===== config.mk =====
export PLATFORM = sky130hd
export DESIGN_NAME = t5_wbck
export DESIGN_NICKNAME = d
export VERILOG_FILES = /design/src/rtl/t5_wbck.sv
export SDC_FILE = /design/constraint.sdc
export NUM_CORES = 1
export LEC_CHECK = 0
export BUFFER_PORTS_ARGS = -buffer_cell sky130_fd_sc_hd__buf_2
export CELL_PAD_IN_SITES_DETAIL_PLACEMENT = 1
export CELL_PAD_IN_SITES_GLOBAL_PLACEMENT = 1
export CORE_MARGIN = 4
export CORE_UTILIZATION = 25
export CTS_BUF_LIST = sky130_fd_sc_hd__clkbuf_4
export DETAILED_ROUTE_END_ITERATION = 10
export MAX_ROUTING_LAYER = met4
export PLACE_DENSITY = 0.48
export SLEW_MARGIN = 30
export SYNTH_ARGS = -nofsm -noshare
export SYNTH_HDL_FRONTEND = slang
export SYNTH_SLANG_ARGS = --single-unit

===== constraint.sdc =====
create_clock -name sclk -period 3.01 [get_ports sclk]
set_clock_uncertainty 0.2 [all_clocks]
set_input_delay 0.301 -clock sclk [delete_from_list [all_inputs] [get_ports sclk]]
set_output_delay 0.301 -clock sclk [all_outputs]
set_load 0.005 [all_outputs]

===== src/rtl/t5_wbck.sv =====
// rtl/t5_wbck.sv - register-file writeback stage merging execute results and buffered load returns
//
// Purpose: drives the t5_gprf write port (mwre/mhart/rd0a/rd0d) from two sources:
//   execute results (unstalled, one per cycle) and load returns (valid/ready,
//   buffered in a DEPTH-entry FIFO). A starving FIFO head stalls execute for one
//   cycle so the head can drain. lpend reports per-hart loads in flight.
// Ports:
//   sclk, rstn                  clock, asynchronous active-low reset
//   xwre, xhart, xrda, xrdd     execute result (valid, hart, dest reg, data)
//   xstall                      one-cycle stall request to execute (registered)
//   lvld, lrdy                  load return handshake (lrdy = FIFO not full)
//   lhart, lrda, lrdd           load return hart, dest reg, data
//   lpend                       per-hart pending-load flags
//   mwre, mhart, rd0a, rd0d     registered regfile write port
module t5_wbck #(
    parameter int XLEN   = 32,
    parameter int DEPTH  = 2,
    parameter int STARVE = 4
) (
    input  logic            sclk,
    input  logic            rstn,
    input  logic            xwre,
    input  logic [1:0]      xhart,
    input  logic [4:0]      xrda,
    input  logic [XLEN-1:0] xrdd,
    output logic            xstall,
    input  logic            lvld,
    output logic            lrdy,
    input  logic [1:0]      lhart,
    input  logic [4:0]      lrda,
    input  logic [XLEN-1:0] lrdd,
    output logic [3:0]      lpend,
    output logic            mwre,
    output logic [1:0]      mhart,
    output logic [4:0]      rd0a,
    output logic [XLEN-1:0] rd0d
);

    localparam int AW = $clog2(DEPTH);
    localparam int PW = AW + 1;
    localparam int CW = $clog2(STARVE + 1);
    localparam logic [CW-1:0] STARVE_C  = CW'(STARVE);
    localparam logic [CW-1:0] STARVE_M1 = CW'(STARVE - 1);

    logic [1:0]      f_hart [DEPTH];
    logic [4:0]      f_rda  [DEPTH];
    logic [XLEN-1:0] f_data [DEPTH];

    logic [PW-1:0] wp;
    logic [PW-1:0] rp;
    logic [CW-1:0] wcnt;
    logic          from_fifo;

    logic          empty;
    logic          full;
    logic          push;
    logic          pop;
    logic          take_x;
    logic [PW-1:0] cnt;
    logic [AW-1:0] head;
    logic [CW-1:0] wcnt_nxt;
    logic          stall_nxt;

    assign empty = (wp == rp);
    assign full  = (wp[AW] != rp[AW]) && (wp[AW-1:0] == rp[AW-1:0]);
    assign lrdy  = ~full;
    assign cnt   = wp - rp;
    assign head  = rp[AW-1:0];

    // Loads to x0 are acknowledged but never occupy a FIFO slot.
    assign push = lvld && !full && (lrda != 5'd0);

    // Port arbitration: a pending stall forces the head out; otherwise execute
    // wins, and a dropped x0 execute result leaves the port to the FIFO.
    always_comb begin
        pop    = 1'b0;
        take_x = 1'b0;
        if (xstall && !empty) begin
            pop = 1'b1;
        end else if (xwre && (xrda != 5'd0) && !xstall) begin
            take_x = 1'b1;
        end else if (!empty) begin
            pop = 1'b1;
        end
    end

    // Wait counter on the current head; the stall fires only on the edge the
    // counter first reaches STARVE, so it is a single-cycle pulse.
    always_comb begin
        wcnt_nxt  = wcnt;
        stall_nxt = 1'b0;
        if (empty || pop) begin
            wcnt_nxt = '0;
        end else if (wcnt != STARVE_C) begin
            wcnt_nxt  = wcnt + 1'b1;
            stall_nxt = (wcnt == STARVE_M1);
        end
    end

    always_ff @(posedge sclk) begin
        if (push) begin
            f_hart[wp[AW-1:0]] <= lhart;
            f_rda[wp[AW-1:0]]  <= lrda;
            f_data[wp[AW-1:0]] <= lrdd;
        end
    end

    always_ff @(posedge sclk or negedge rstn) begin
        if (!rstn) begin
            wp        <= '0;
            rp        <= '0;
            wcnt      <= '0;
            xstall    <= 1'b0;
            mwre      <= 1'b0;
            mhart     <= 2'd0;
            rd0a      <= 5'd0;
            rd0d      <= '0;
            from_fifo <= 1'b0;
        end else begin
            wcnt   <= wcnt_nxt;
            xstall <= stall_nxt;
            if (push) begin
                wp <= wp + 1'b1;
            end
            if (pop) begin
                rp        <= rp + 1'b1;
                mwre      <= 1'b1;
                mhart     <= f_hart[head];
                rd0a      <= f_rda[head];
                rd0d      <= f_data[head];
                from_fifo <= 1'b1;
            end else if (take_x) begin
                mwre      <= 1'b1;
                mhart     <= xhart;
                rd0a      <= xrda;
                rd0d      <= xrdd;
                from_fifo <= 1'b0;
            end else begin
                mwre      <= 1'b0;
                from_fifo <= 1'b0;
            end
        end
    end

    // An entry is live when its distance from the read pointer is below the
    // occupancy; a load stays pending through the cycle it is on the write port.
    always_comb begin
        logic [AW-1:0] off;
        lpend = 4'd0;
        off   = '0;
        for (int i = 0; i < DEPTH; i++) begin
            off = AW'(i) - head;
            if ({1'b0, off} < cnt) begin
                lpend[f_hart[i]] = 1'b1;
            end
        end
        if (mwre && from_fifo) begin
            lpend[mhart] = 1'b1;
        end
    end

endmodule


# ---- After elaboration in Yosys (flattened, before gate mapping)
# Memories as Yosys holds them, arrays and structs flattened.
# Cells that the tools add are included.
dict set report op_classes {
  add_sub_neg 6
  order_cmp 8
  eq_ne 5
  mux 29
  n_bitwise 3
  reduce_logical 18
}
# cell count
set op_table {}
lappend op_table {{$mux 32} 2}
lappend op_table {{$mux 1} 15}
lappend op_table {{$mux 4} 3}
lappend op_table {{$logic_and 1x1->1} 10}
lappend op_table {{$mux 5} 2}
lappend op_table {{$reduce_bool 5->1} 2}
lappend op_table {{$lt 2x3->1 const B} 3}
lappend op_table {{$or 4x4->4} 2}
lappend op_table {{$demux 1 s2} 3}
lappend op_table {{$ge 2x1->1 const B} 3}
lappend op_table {{$mux 3} 2}
lappend op_table {{$add 2x1->2 const B} 2}
lappend op_table {{$lt 1x2->1} 2}
lappend op_table {{$mux 2} 2}
lappend op_table {{$reduce_bool 2->1} 2}
lappend op_table {{$add 3x1->3 const B} 1}
lappend op_table {{$eq 3x2->1 const B} 1}
lappend op_table {{$logic_not 1->1} 3}
lappend op_table {{$ne 3x3->1 const B} 1}
lappend op_table {{$eq 2x2->1} 1}
lappend op_table {{$sub 1x1->1 const A} 2}
lappend op_table {{$sub 2x2->2} 1}
lappend op_table {{$eq 1x1->1} 1}
lappend op_table {{$logic_or 1x1->1} 1}
lappend op_table {{other kinds (2)} 2}
dict set report totals {
  ff_bits 49
  mem_bits_rw 78
  inputBits 82
  output_inout_bits 46
  elab_cells 81
  n_memories 3
}
# name depth width rd rd_ports_with_merged_regs write_ports line
set mem_list {}
lappend mem_list {f_data 2 32 1 0 1 47} ;# logic [XLEN-1:0] f_data [DEPTH];
lappend mem_list {f_rda 2 5 1 0 1 46} ;# logic [4:0] f_rda [DEPTH];
lappend mem_list {f_hart 2 2 3 0 1 45} ;# logic [1:0] f_hart [DEPTH];

# ---- Longest topological paths before layout
# Gate-level depths: netlist of run 1.
dict set report logic_depth {
  ltp_word 9
  depth_mapped 8
  mapped_depth_nobuf 8
}

# ---- Least setup slack after synthesis of run 1
# No wires, ideal clock.
dict set report synth_path {
  path_type {reg-to-reg}
  from {reg wp[0]}
  to {mem f_data[0][0] (enable)}
  setup_ns 0.400
  t_arrival_ns 2.111
  slack_ns 0.299
  stages_incl_launch_ff 7
  n_path_buf 1
  path_cell_list {dfrtp_1 > inv_1 > ha_1 > clkbuf_1 > nand2b_1 > and3_1 > and2_1}
}
dict set report synth_via {
  elab_chain_cells 7
}
# element line
set synth_lines {}
lappend synth_lines {{start, declared} 49} ;# logic [PW-1:0] wp;
lappend synth_lines {{start signal, assigned} 123} ;# wp <= wp + 1'b1;
lappend synth_lines {{$eq 1x1->1} 65} ;# assign full = (wp[AW] != rp[AW]) && (wp[AW-1:0] == rp[AW-1:0]);
lappend synth_lines {{$logic_and 1x1->1} 65}
lappend synth_lines {{$logic_not 1->1} 71} ;# assign push = lvld && !full && (lrda != 5'd0);
lappend synth_lines {{$logic_and 1x1->1 (2 in a row)} 71}
lappend synth_lines {{$mux 1} 101} ;# if (push) begin
lappend synth_lines {{$mux 1 (implied by the code)} 104} ;# f_data[wp[AW-1:0]] <= lrdd;
lappend synth_lines {{end, declared} 47}
# Parallel ways exist; a longest one is shown, timed or not.

# ---- Final worst setup path of run 1
dict set report layout_path {
  from {reg rp[1]}
  to {out lpend[2]}
}
dict set report layout_via {
  elab_chain_cells 7
  word_cells_on_any_way 8
  cone_classes {1 x add/sub; 2 x order compare; 3 x mux; 2 x bitwise}
}
# element line
set layout_lines {}
lappend layout_lines {{start, declared} 50} ;# logic [PW-1:0] rp;
lappend layout_lines {{start signal, assigned} 126} ;# rp <= rp + 1'b1;
lappend layout_lines {{$sub 2x2->2 *} 67} ;# assign cnt = wp - rp;
lappend layout_lines {{$lt 1x2->1} 153} ;# if ({1'b0, off} < cnt) begin
lappend layout_lines {{$mux 4} 153}
lappend layout_lines {{$or 4x4->4 (no source line)} -}
lappend layout_lines {{$mux 4 *} 153}
lappend layout_lines {{$or 4x4->4 (no source line)} -}
lappend layout_lines {{$mux 4 *} 157} ;# if (mwre && from_fifo) begin
lappend layout_lines {{end, declared} 32} ;# output logic [3:0] lpend,
# Every way passes the cells marked *; elsewhere a longest branch is shown, timed or not.

==> results of run 1 <==
path summary, 6_finish.rpt:
path,startpoint,to
max,rp[1]$_DFFE_PN0N_,lpend[2]
min,xwre,rd0a[1]$_DFFE_PN0P_
max reg2reg,wp[0]$_DFFE_PN0N_,xstall$_DFF_PN0_
min reg2reg,rd0d[23]$_DFFE_PN0P_,rd0d[23]$_DFFE_PN0P_
max in group asynchronous,rstn,rd0a[4]$_DFFE_PN0P_
min in group asynchronous,rstn,rd0a[1]$_DFFE_PN0P_
cells by family (layout without fill, tap and decap cells):
| logic type | Yosys count | after routing | share of synthesized area (%) |
|---|---|---|---|
| other | 0 | 1 | 0 |
| adders and majority gates | 6 | 6 | 1.42 |
| and+or+nand+nor | 72 | 72 | 6.23 |
| muxes | 41 | 41 | 7.80 |
| AOI/OAI and AO/OA | 127 | 127 | 12.7 |
| DFF | 127 | 127 | 67.6 |
| buffers and inverters | 34 | 254 | 3.34 |
| xor gates and xnor gates | 5 | 5 | 0.972 |
through the flow:
step | setup WS (ns) | util (%) | instances | total power, uW
finish | 0.206 | 35.7 | 903 | 7280
global route | 0.00254 | 35.7 | 903 | 7890
CTS | 0.130 | 35.7 | 902 | 7480
global placement | 0.623 | 30.4 | 792 | 6040
floorplan | 0.299 | - | 412 | 4810
detailed placement | 0.552 | 30.4 | 792 | 6180
cell usage in the layout (no fill, tap or decap), types with 4 or more instances in the layout:
| cell | n |
|---|---|
| clkinv_1 | 4 |
| clkbuf_4 | 20 |
| nor2_1 | 8 |
| nand2_1 | 45 |
| edfxtp_1 | 78 |
| o21ai_1 | 5 |
| ha_1 | 5 |
| inv_1 | 7 |
| buf_2 | 126 |
| o21ai_0 | 32 |
| dlygate4sd3_1 | 80 |
| o21ai_2 | 5 |
| dfrtp_1 | 48 |
| a21oi_1 | 80 |
| buf_4 | 8 |
| mux2i_1 | 40 |
layer usage:
layer / vias up / share of wire (%) / GRT usage [%]
met5: - / 0 / -
met2: 100 / 50 / 22.9
li1: 1913 / - / -
met4: 0 / 0.74 / 3.24
met1: 1925 / 45 / 16.9
met3: 7 / 4.1 / 3.90
final cells by class:
class	count	area, sq um
fillers	2271	13200
flip-flops and latches	127	3570
multi-input cells	251	1550
repair buffers	217	1550
well taps	270	338
clock buffers	20	150
clock inverters	10	123
inverters	7	26.3
diodes	1	2.50
what timing repair did:
item	in CTS	in global routing
resized for setup	0	0
hold buffers	80	0
endpoints found under the hold margin	151	0
power breakdown:
part / switching [uW] / internal, uW
Clock: 603 / 582
Sequential: 302 / 2550
Combinational: 1970 / 1270
sequential cells by signal, summed over array words and instances, names as in the netlist:
name       cells
f_data        64
rd0d          32
f_rda         10
rd0a           5
f_hart         4
wcnt           3
mhart          2
rp             2
wp             2
from_fifo      1
mwre           1
xstall         1
Yosys cell counts, types with 6 or more instances:
cell,n
a21oi_1,80
dfrtp_1,49
clkbuf_1,13
nand2_1,45
nor2_1,8
mux2i_1,40
buf_2,9
o21ai_0,32
inv_1,7
edfxtp_1,78
ha_1,6
critical path, cell delays in order (launching register included):
cell	delay [ns]
dfrtp_1	0.47
xnor2_4	0.34
ha_1	0.30
o21ai_0	0.26
o21ai_0	0.12
a21o_1	0.17
buf_2	0.13
==> qor.txt, run 1 <==
DR vias - 3945
Worst skew pair latency - 0.52 ns
Residual DRC count - 0
Ys Warns - 0
Iteration-0 DRC Markers - 135
GRT Total Usage - 13.8%
Number of flops mapped to enable cells by yosys - 78
Crit path DAT - 2.30 ns
Vias in the first global route - 4366
Worst-path fanout max - 9
Row count - 52
Lkg Pwr - 0.00306 uW
Sequential share of the synthesized area - 67.6%
Initial Util - 25.8%
Final Hold Viols - 0
WL/cell - 17.1 microns
CP required - 2.51 ns
CTS root buffer - clkbuf_4
Area grow syn2layout - 38.5%
Die Span Y - 153 microns
Total power divided by cell area - 995 nW/um^2
Top_reg_cell synth - edfxtp_1
Synth async-reset ratio - 38.6%
Overflow after GRT - 0
Post-route antenna net violation count - 0
DP Wirelength - 9.97 mm
Net Count, Synth - 500
Final instance area - 7310 sq um
First-pass GRT wire length - 24.4 mm
CP endpoint kind - output pin
Die width - 153 microns
Setup crit start kind - flip-flop
Max_slew headroom - 48.8%
Seq cells post-synth - 127
Maxcap violations - 0
Core area - 20500 sq um
Period minus WS final - 2.80 ns
Total CTS buffers - 17
Status - finished, final reports clean
Port Buf Inserts - 127
WS Path Type - reg -> out
Hold path cells - 4
Final setup fails - 0
Crit share post-route - 93.1%
Die footprint - 23500 sq um
Unique masters post-synth - 35
Synth area leaders - edfxtp_1, dfrtp_1, a21oi_1
Clock Sinks - 127
Max clock buf depth - 2
Setup TNS - 0 ns
Area share of the largest cell type after synthesis - 44.4%
VDD IR max - 0.000410 V
RD Place Congestion - 0.720
Mapped cell area - 5280 sq um
WL final - 15.4 mm
Worst Hold Class - in -> reg
Mapped Cells - 412
Mean Syn Cell Area - 12.8 sq um
Share of layout cells above drive strength 1 - 28.2%
1st-pass router iterations - 6
Worst Tran Pin Value - 0.767 ns
Leading area contributor after synthesis - edfxtp_1
Max Freq - 0.357 GHz
Reg2Reg Depth - 7
Slew Viols, Final - 0
Hold_ws - 0.0610 ns
IO Pins - 128
Reg2Reg Setup Slack - 0.60 ns
Vias per cell - 4.37
CTS tree - yes
Initial antenna violation count - 1
RSZ-0062 raised after global routing - false
Placed Instance Area - 6240 sq um
Nets@finish - 709
CTS clk-pin slew, worst paths - 0.11 ns
Post-CTS Setup Bufs - 0
H-tree levels - 4
Largest net degree at the start of global routing - 41
(Power assumes the default switching activity.)
==> inputs of run 2 (changes only) <==
--- a/config.mk
+++ b/config.mk
@@ -13,7 +13,8 @@
 export CTS_BUF_LIST = sky130_fd_sc_hd__clkbuf_4
 export DETAILED_ROUTE_END_ITERATION = 10
 export MAX_ROUTING_LAYER = met4
-export PLACE_DENSITY = 0.48
+export PLACE_DENSITY = 0.49
+export SETUP_SLACK_MARGIN = 0.3
 export SLEW_MARGIN = 30
 export SYNTH_ARGS = -nofsm -noshare
 export SYNTH_HDL_FRONTEND = slang
==> constraint.sdc (replaced) <==
create_clock -name sclk -period 2.4 [get_ports sclk]
set_clock_uncertainty 0.2 [all_clocks]
set_input_delay 0.24 -clock sclk [delete_from_list [all_inputs] [get_ports sclk]]
set_output_delay 0.24 -clock sclk [all_outputs]
set_load 0.005 [all_outputs]
==> run 2 against run 1 <==
Against the previous run:
- the run now ends with negative setup slack left
- critical path depth up 2
- clock power up 19%
- via count increased by 4.5%
- sequential share of layout area shrank 3.8 points
- register-to-register slack got worse by 0.40 ns
==> qor.txt, run 2 (synthesis results as in run 1) <==
Status - complete, but fails checks
Violated checks - negative setup slack
Family with the most delay on the worst path - flip-flops
Lkg Pwr - 0.00333 uW (+8.8%)
Total CTS buffers - 17 (unchanged)
Port Buf Inserts - 127 (unchanged)
Cell Chain, Critical Path - inv_2, ha_4, inv_2, ha_4, nor2_4, nor2_2, a211o_1, buf_2
Fin util - 38.7% (+3.0 points)
WP depth - 8 (+2)
Most common cell after layout, fill and taps aside - buf_2
DR vias - 4124 (+4.5%)
WL final - 16.6 mm (+7.6%)
Setup crit start kind - flip-flop
Share of layout cells above drive strength 1 - 34.1% (+5.9 points)
Die width - 153 microns (unchanged)
PnR Total Power - 10700 uW (+47%)
Crit share post-route - 101%
IO Pins - 128 (unchanged)
Register area - 3570 sq um (about the same)
Nets@finish - 747 (+5.4%)
Max_slew headroom - 52.2% (+3.4 points)
Setup crit end - lpend[0]
CP peak stage delay - 0.41 ns (-0.06 ns)
Multi-input gate area - 1640 sq um (+5.2%)
Setup TNS - -0.0322 ns (-0.0322 ns)
Reg2Reg Setup Slack - 0.20 ns (-0.40 ns)
Maxcap violations - 0 (unchanged)
DP Wirelength - 10.0 mm (+0.65%)
Ant. Diodes - 0 (-1)
Worst Tran Pin Value - 0.717 ns (-0.0507 ns)
Most frequent cells in the layout - buf_2, dlygate4sd3_1, edfxtp_1
Reg2Reg Depth - 8 (+1)
GRT Total Usage - 14.8% (+0.93 points)
WL/cell - 17.6 microns (+3.2%)
Overflow after GRT - 0 (unchanged)
Vias per cell - 4.38 (+0.21%)
Layout fillers - 2231 (-1.8%)
Slew Viols, Final - 0 (unchanged)
CTS clk-pin slew, worst paths - 0.13 ns (+0.02 ns)
Post-route antenna net violation count - 0 (unchanged)
CTS root buffer - clkbuf_4
Worst-path fanout max - 2 (-7)
Total power divided by cell area - 1350 nW/um^2 (+36%)
WS Path Type - reg -> out
VDD IR max - 0.000569 V (+39%)
Cell count after placement - 799 (+0.88%)
Setup ws final - -0.0212 ns (-0.227 ns)
Worst Hold Class - in -> async
1st-pass router iterations - 4 (-2)
Buffers and inverters on the worst path - 3 (+2)
Max clock buf depth - 2 (unchanged)
Hold_ws - 0.181 ns (+0.120 ns)
RD Place Congestion - 0.698 (-3.1%)
Row count - 52 (unchanged)
Critical R2R Launch - rp[1]$_DFFE_PN0N_
Die footprint - 23500 sq um (unchanged)
Residual DRC count - 0 (unchanged)
Die Span Y - 153 microns (unchanged)
Vias in the first global route - 4519 (+3.5%)
RSZ-0062 raised after global routing - true
H-tree levels - 4 (unchanged)
Final setup fails - 2 (+2)
Period minus WS final - 2.42 ns
Max Freq - 0.413 GHz
Final Instance Count excl. Fillers - 942 (+4.3%)
Clock Sinks - 127 (unchanged)
Crit path DAT - 1.98 ns (-0.32 ns)
Initial antenna violation count - 0 (-1)
CP required - 1.96 ns (-0.55 ns)
Area grow syn2layout - 50.3%
Core area - 20500 sq um (unchanged)
Final Hold Viols - 0 (unchanged)
Iteration-0 DRC Markers - 142 (+5.2%)
CP endpoint kind - output pin
Worst Setup SP - wp[0]$_DFFE_PN0N_
Initial Util - 25.8% (unchanged)
Worst R2R End - f_hart[0][0]$_DFFE_PP_
CP max stage cell - dfrtp_1
Largest net degree at the start of global routing - 50 (+22%)
CTS tree - yes
First-pass GRT wire length - 25.8 mm (+5.7%)
Max reg flops - 64 (unchanged)
Worst skew pair latency - 0.54 ns (+0.02 ns)
run 2: cell type report:
class | instances | area share [%]
clock buffers | 20 | 1.89
clock inverters | 12 | 1.29
inverters | 7 | 0.331
multi-input cells | 251 | 20.6
flip-flops and latches | 127 | 45.0
well taps | 270 | 4.26
repair buffers | 255 | 26.6
run 2: per-stage QoR:
stage | cell area [sq um] | setup WS [ns]
detailed placement | 6290 | 0.180
global route | 7930 | -0.149
floorplan | 5280 | 0.101
CTS | 7820 | -0.0608
global placement | 6290 | 0.286
finish | 7930 | -0.0212
run 2: worst min-delay path by stage:
| stage | slack (ns) | cells after the start | to | start |
|---|---|---|---|---|
| after floorplan | -0.26 | 0 | from_fifo$_DFF_PN0_ | rstn |
| after global placement | 0.22 | 2 | rd0d[28]$_DFFE_PN0P_ | rstn |
| after detailed placement | 0.24 | 2 | rd0d[29]$_DFFE_PN0P_ | rstn |
| after CTS | 0.15 | 3 | mhart[0]$_DFFE_PN0P_ | rstn |
| after global routing | 0.17 | 2 | f_data[0][8]$_DFFE_PP_ | lrdd[8] |
| final | 0.18 | 3 | mhart[0]$_DFFE_PN0P_ | rstn |
run 2: per-layer routing:
metal	vias up	GRT usage, %	wire (microns)
li1	1995	-	-
met4	0	3.20	131
met1	2026	19.0	7710
met3	10	3.93	702
met2	93	23.6	8070
met5	-	-	0
run 2: tightest hold or removal path, stage by stage:
cell and delay [ns]:
dlygate4sd3_1 0.53, buf_2 0.10, buf_4 0.57
run 2: power breakdown:
part / leakage, uW / switching, uW / internal (uW)
Combinational: 0.00187 / 2980 / 2760
Sequential: 0.00131 / 382 / 3190
Clock: 0.000145 / 775 / 625
Total: 0.00333 / 4140 / 6580
run 2: what timing repair did:
item | in CTS | in global routing
hold buffers | 85 | 0
gates resized for setup | 38 | 8
cloned | 7 | 1
hold endpoints to repair | 168 | 0
buffers inserted | 13 | 5
pin swaps | 11 | 3
endpoints found under the setup margin | 99 | 98
==> inputs of run 3 (changes only) <==
--- a/config.mk
+++ b/config.mk
@@ -13,7 +13,7 @@
 export CTS_BUF_LIST = sky130_fd_sc_hd__clkbuf_4
 export DETAILED_ROUTE_END_ITERATION = 10
 export MAX_ROUTING_LAYER = met4
-export PLACE_DENSITY = 0.49
+export PLACE_DENSITY = 0.64
 export SETUP_SLACK_MARGIN = 0.3
 export SLEW_MARGIN = 30
 export SYNTH_ARGS = -nofsm -noshare
==> run 3 against run 2 <==
Against the previous run:
- the run still ends with negative setup slack left
- critical path type unchanged
- count of clock-buffer cells in the layout rose by 5
- critical path depth did not move
- global-route usage down 0.84 points
- sequential share of layout area increased by 1.1 points
- sequential power is essentially flat
- final cell count down 1.3%
- register-to-register slack better by 0.07 ns
- maximum frequency increased by 0.46%
- design area fell by 2.4%
- non-clock buffer count shrank 12
- via count rose by 0.19%
- utilization decreased by 0.92 points
==> qor.txt, run 3 (synthesis results as in run 1) <==
Multi-input gate area - 1620 sq um (-0.76%)
CTS tree - yes
Crit path DAT - 1.97 ns (about the same)
Worst Tran Pin Value - 0.795 ns (+0.0785 ns)
CP max stage cell - dfrtp_1
Max_slew headroom - 47.0% (-5.2 points)
Reg2Reg Setup Slack - 0.27 ns (+0.07 ns)
PnR Total Power - 10100 uW (-5.6%)
DP Wirelength - 10.6 mm (+5.5%)
VDD IR max - 0.000829 V (+46%)
Ant. Diodes - 0 (unchanged)
Power share of the sequential group - 35.5% (+2.1 points)
Die width - 153 microns (unchanged)
Max Freq - 0.415 GHz (+0.46%)
Period minus WS final - 2.41 ns (-0.0112 ns)
GRT Total Usage - 13.9% (-0.84 points)
Setup TNS - -0.0101 ns (+0.0222 ns)
Layout fillers - 2222 (-0.40%)
Total CTS buffers - 17 (unchanged)
Vias per cell - 4.44 (+1.5%)
Setup crit start kind - flip-flop
Max reg flops - 64 (unchanged)
Slew Viols, Final - 0 (unchanged)
Lkg Pwr - 0.00326 uW (-2.0%)
Worst Hold Class - in -> reg
Most frequent cells in the layout - buf_2, dlygate4sd3_1, a21oi_1
Clock power share - 15.5% (+2.4 points)
CP endpoint kind - output pin
Sw Ratio - 38.0% (-0.63 points)
CP peak stage delay - 0.40 ns (about the same)
Hold_ws - 0.0790 ns (-0.102 ns)
Final setup fails - 1 (-1)
Final Hold Viols - 0 (unchanged)
Row count - 52 (unchanged)
Max clock buf depth - 2 (unchanged)
Overflow after GRT - 0 (unchanged)
RSZ-0062 raised after global routing - true
CP required - 1.96 ns (about the same)
Crit share post-route - 100% (-0.47 points)
Family with the most delay on the worst path - flip-flops
Violated checks - negative setup slack
WL/cell - 17.6 microns (-0.29%)
Int Pwr - 6270 uW (-4.7%)
Core area - 20500 sq um (unchanged)
CTS clk-pin slew, worst paths - 0.11 ns (-0.02 ns)
Maxcap violations - 0 (unchanged)
Register area - 3570 sq um (unchanged)
Clock Sinks - 127 (unchanged)
Residual DRC count - 0 (unchanged)
WL final - 16.4 mm (-1.6%)
Sw Pwr - 3840 uW (-7.2%)
IO Pins - 128 (unchanged)
Post-route antenna net violation count - 0 (unchanged)
Port Buf Inserts - 127 (unchanged)
Worst skew pair latency - 0.52 ns (-0.02 ns)
Nets@finish - 735 (-1.6%)
Combinational power share - 49.0% (-4.6 points)
Largest net degree at the start of global routing - 29 (-42%)
Most common cell after layout, fill and taps aside - buf_2
Setup ws final - -0.0101 ns (+0.0112 ns)
Share of layout cells above drive strength 1 - 33.5% (-0.59 points)
RD Place Congestion - 0.749 (+7.2%)
Total power divided by cell area - 1310 nW/um^2 (-3.3%)
WS Path Type - reg -> out
Worst-path fanout max - 2 (unchanged)
First-pass GRT wire length - 24.6 mm (-4.5%)
CTS root buffer - clkbuf_4
Die Span Y - 153 microns (unchanged)
Vias in the first global route - 4607 (+1.9%)
Area grow syn2layout - 46.7%
Status - complete, but fails checks
H-tree levels - 4 (unchanged)
Initial Util - 25.8% (unchanged)
Cell Chain, Critical Path - inv_2, ha_4, inv_4, ha_4, nor2_4, nor2_4, a211o_1, buf_2
DR vias - 4132 (+0.19%)
Initial antenna violation count - 0 (unchanged)
Iteration-0 DRC Markers - 168 (+18%)
Die footprint - 23500 sq um (unchanged)
Buffers and inverters on the worst path - 3 (unchanged)
1st-pass router iterations - 4 (unchanged)
-- run 3: cell type report --
class / instances / area share (%)
inverters: 7 / 0.372
clock buffers: 25 / 2.42
flip-flops and latches: 127 / 46.1
clock inverters: 7 / 1.45
multi-input cells: 251 / 21.0
repair buffers: 243 / 24.3
well taps: 270 / 4.36
-- run 3: worst paths after layout --
kind	end	start	depth (start not counted)
setup / recovery	lpend[0]	wp[0]$_DFFE_PN0N_	8
min in group asynchronous	rd0d[30]$_DFFE_PN0P_	rstn	2
max in group asynchronous	rd0d[2]$_DFFE_PN0P_	rstn	3
setup reg to reg	f_data[1][2]$_DFFE_PP_	rp[1]$_DFFE_PN0N_	7
hold reg to reg	rd0d[11]$_DFFE_PN0P_	rd0d[11]$_DFFE_PN0P_	2
hold / removal	rd0a[1]$_DFFE_PN0P_	xwre	5
-- run 3: power by group through the flow --
stage               clock network (uW)  logic (uW)  registers, uW
global route                      1720        5510           3680
floorplan                            0        2450           3570
CTS                               1620        4550           3580
global placement                     0        4060           3580
finish                            1560        4960           3590
detailed placement                   0        4200           3630
-- run 3: worst register-to-register path, delay by kind of cell, from the launching register on --
family / cells / cell delay (ns)
xor+xnor: 1 / 0.21
flops: 1 / 0.45
simple gates: 3 / 0.59
buf+inv: 3 / 0.40
-- run 3: per-layer routing --
layer	global-route usage, %	vias to the layer above	part of all wire (%)
li1	-	1967	-
met1	15.9	2027	42
met2	24.1	116	52
met3	3.56	22	4.7
met4	4.16	0	1.4
met5	-	-	0
-- run 3: timing repair --
| item | 4_1_cts | 5_1_grt |
|---|---|---|
| cloned | 0 | 8 |
| endpoints found under the setup margin | 5 | 85 |
| setup buffers | 6 | 2 |
| hold buffers | 81 | 0 |
| pin swaps | 4 | 5 |
| endpoints found under the hold margin | 145 | 0 |
| resized for setup | 11 | 16 |
-- run 3: stage by stage --
step           setup slack [ns]  instance area, sq um  std cells  utilization, %
5_1_grt                  -0.143                  7740        930            37.8
6_report                -0.0101                  7740        930            37.8
3_3_place_gp              0.347                  6340        801            30.9
3_5_place_dp              0.293                  6340        801            30.9
2_1_floorplan             0.101                  5280        412               -
4_1_cts                 -0.0644                  7540        920            36.8
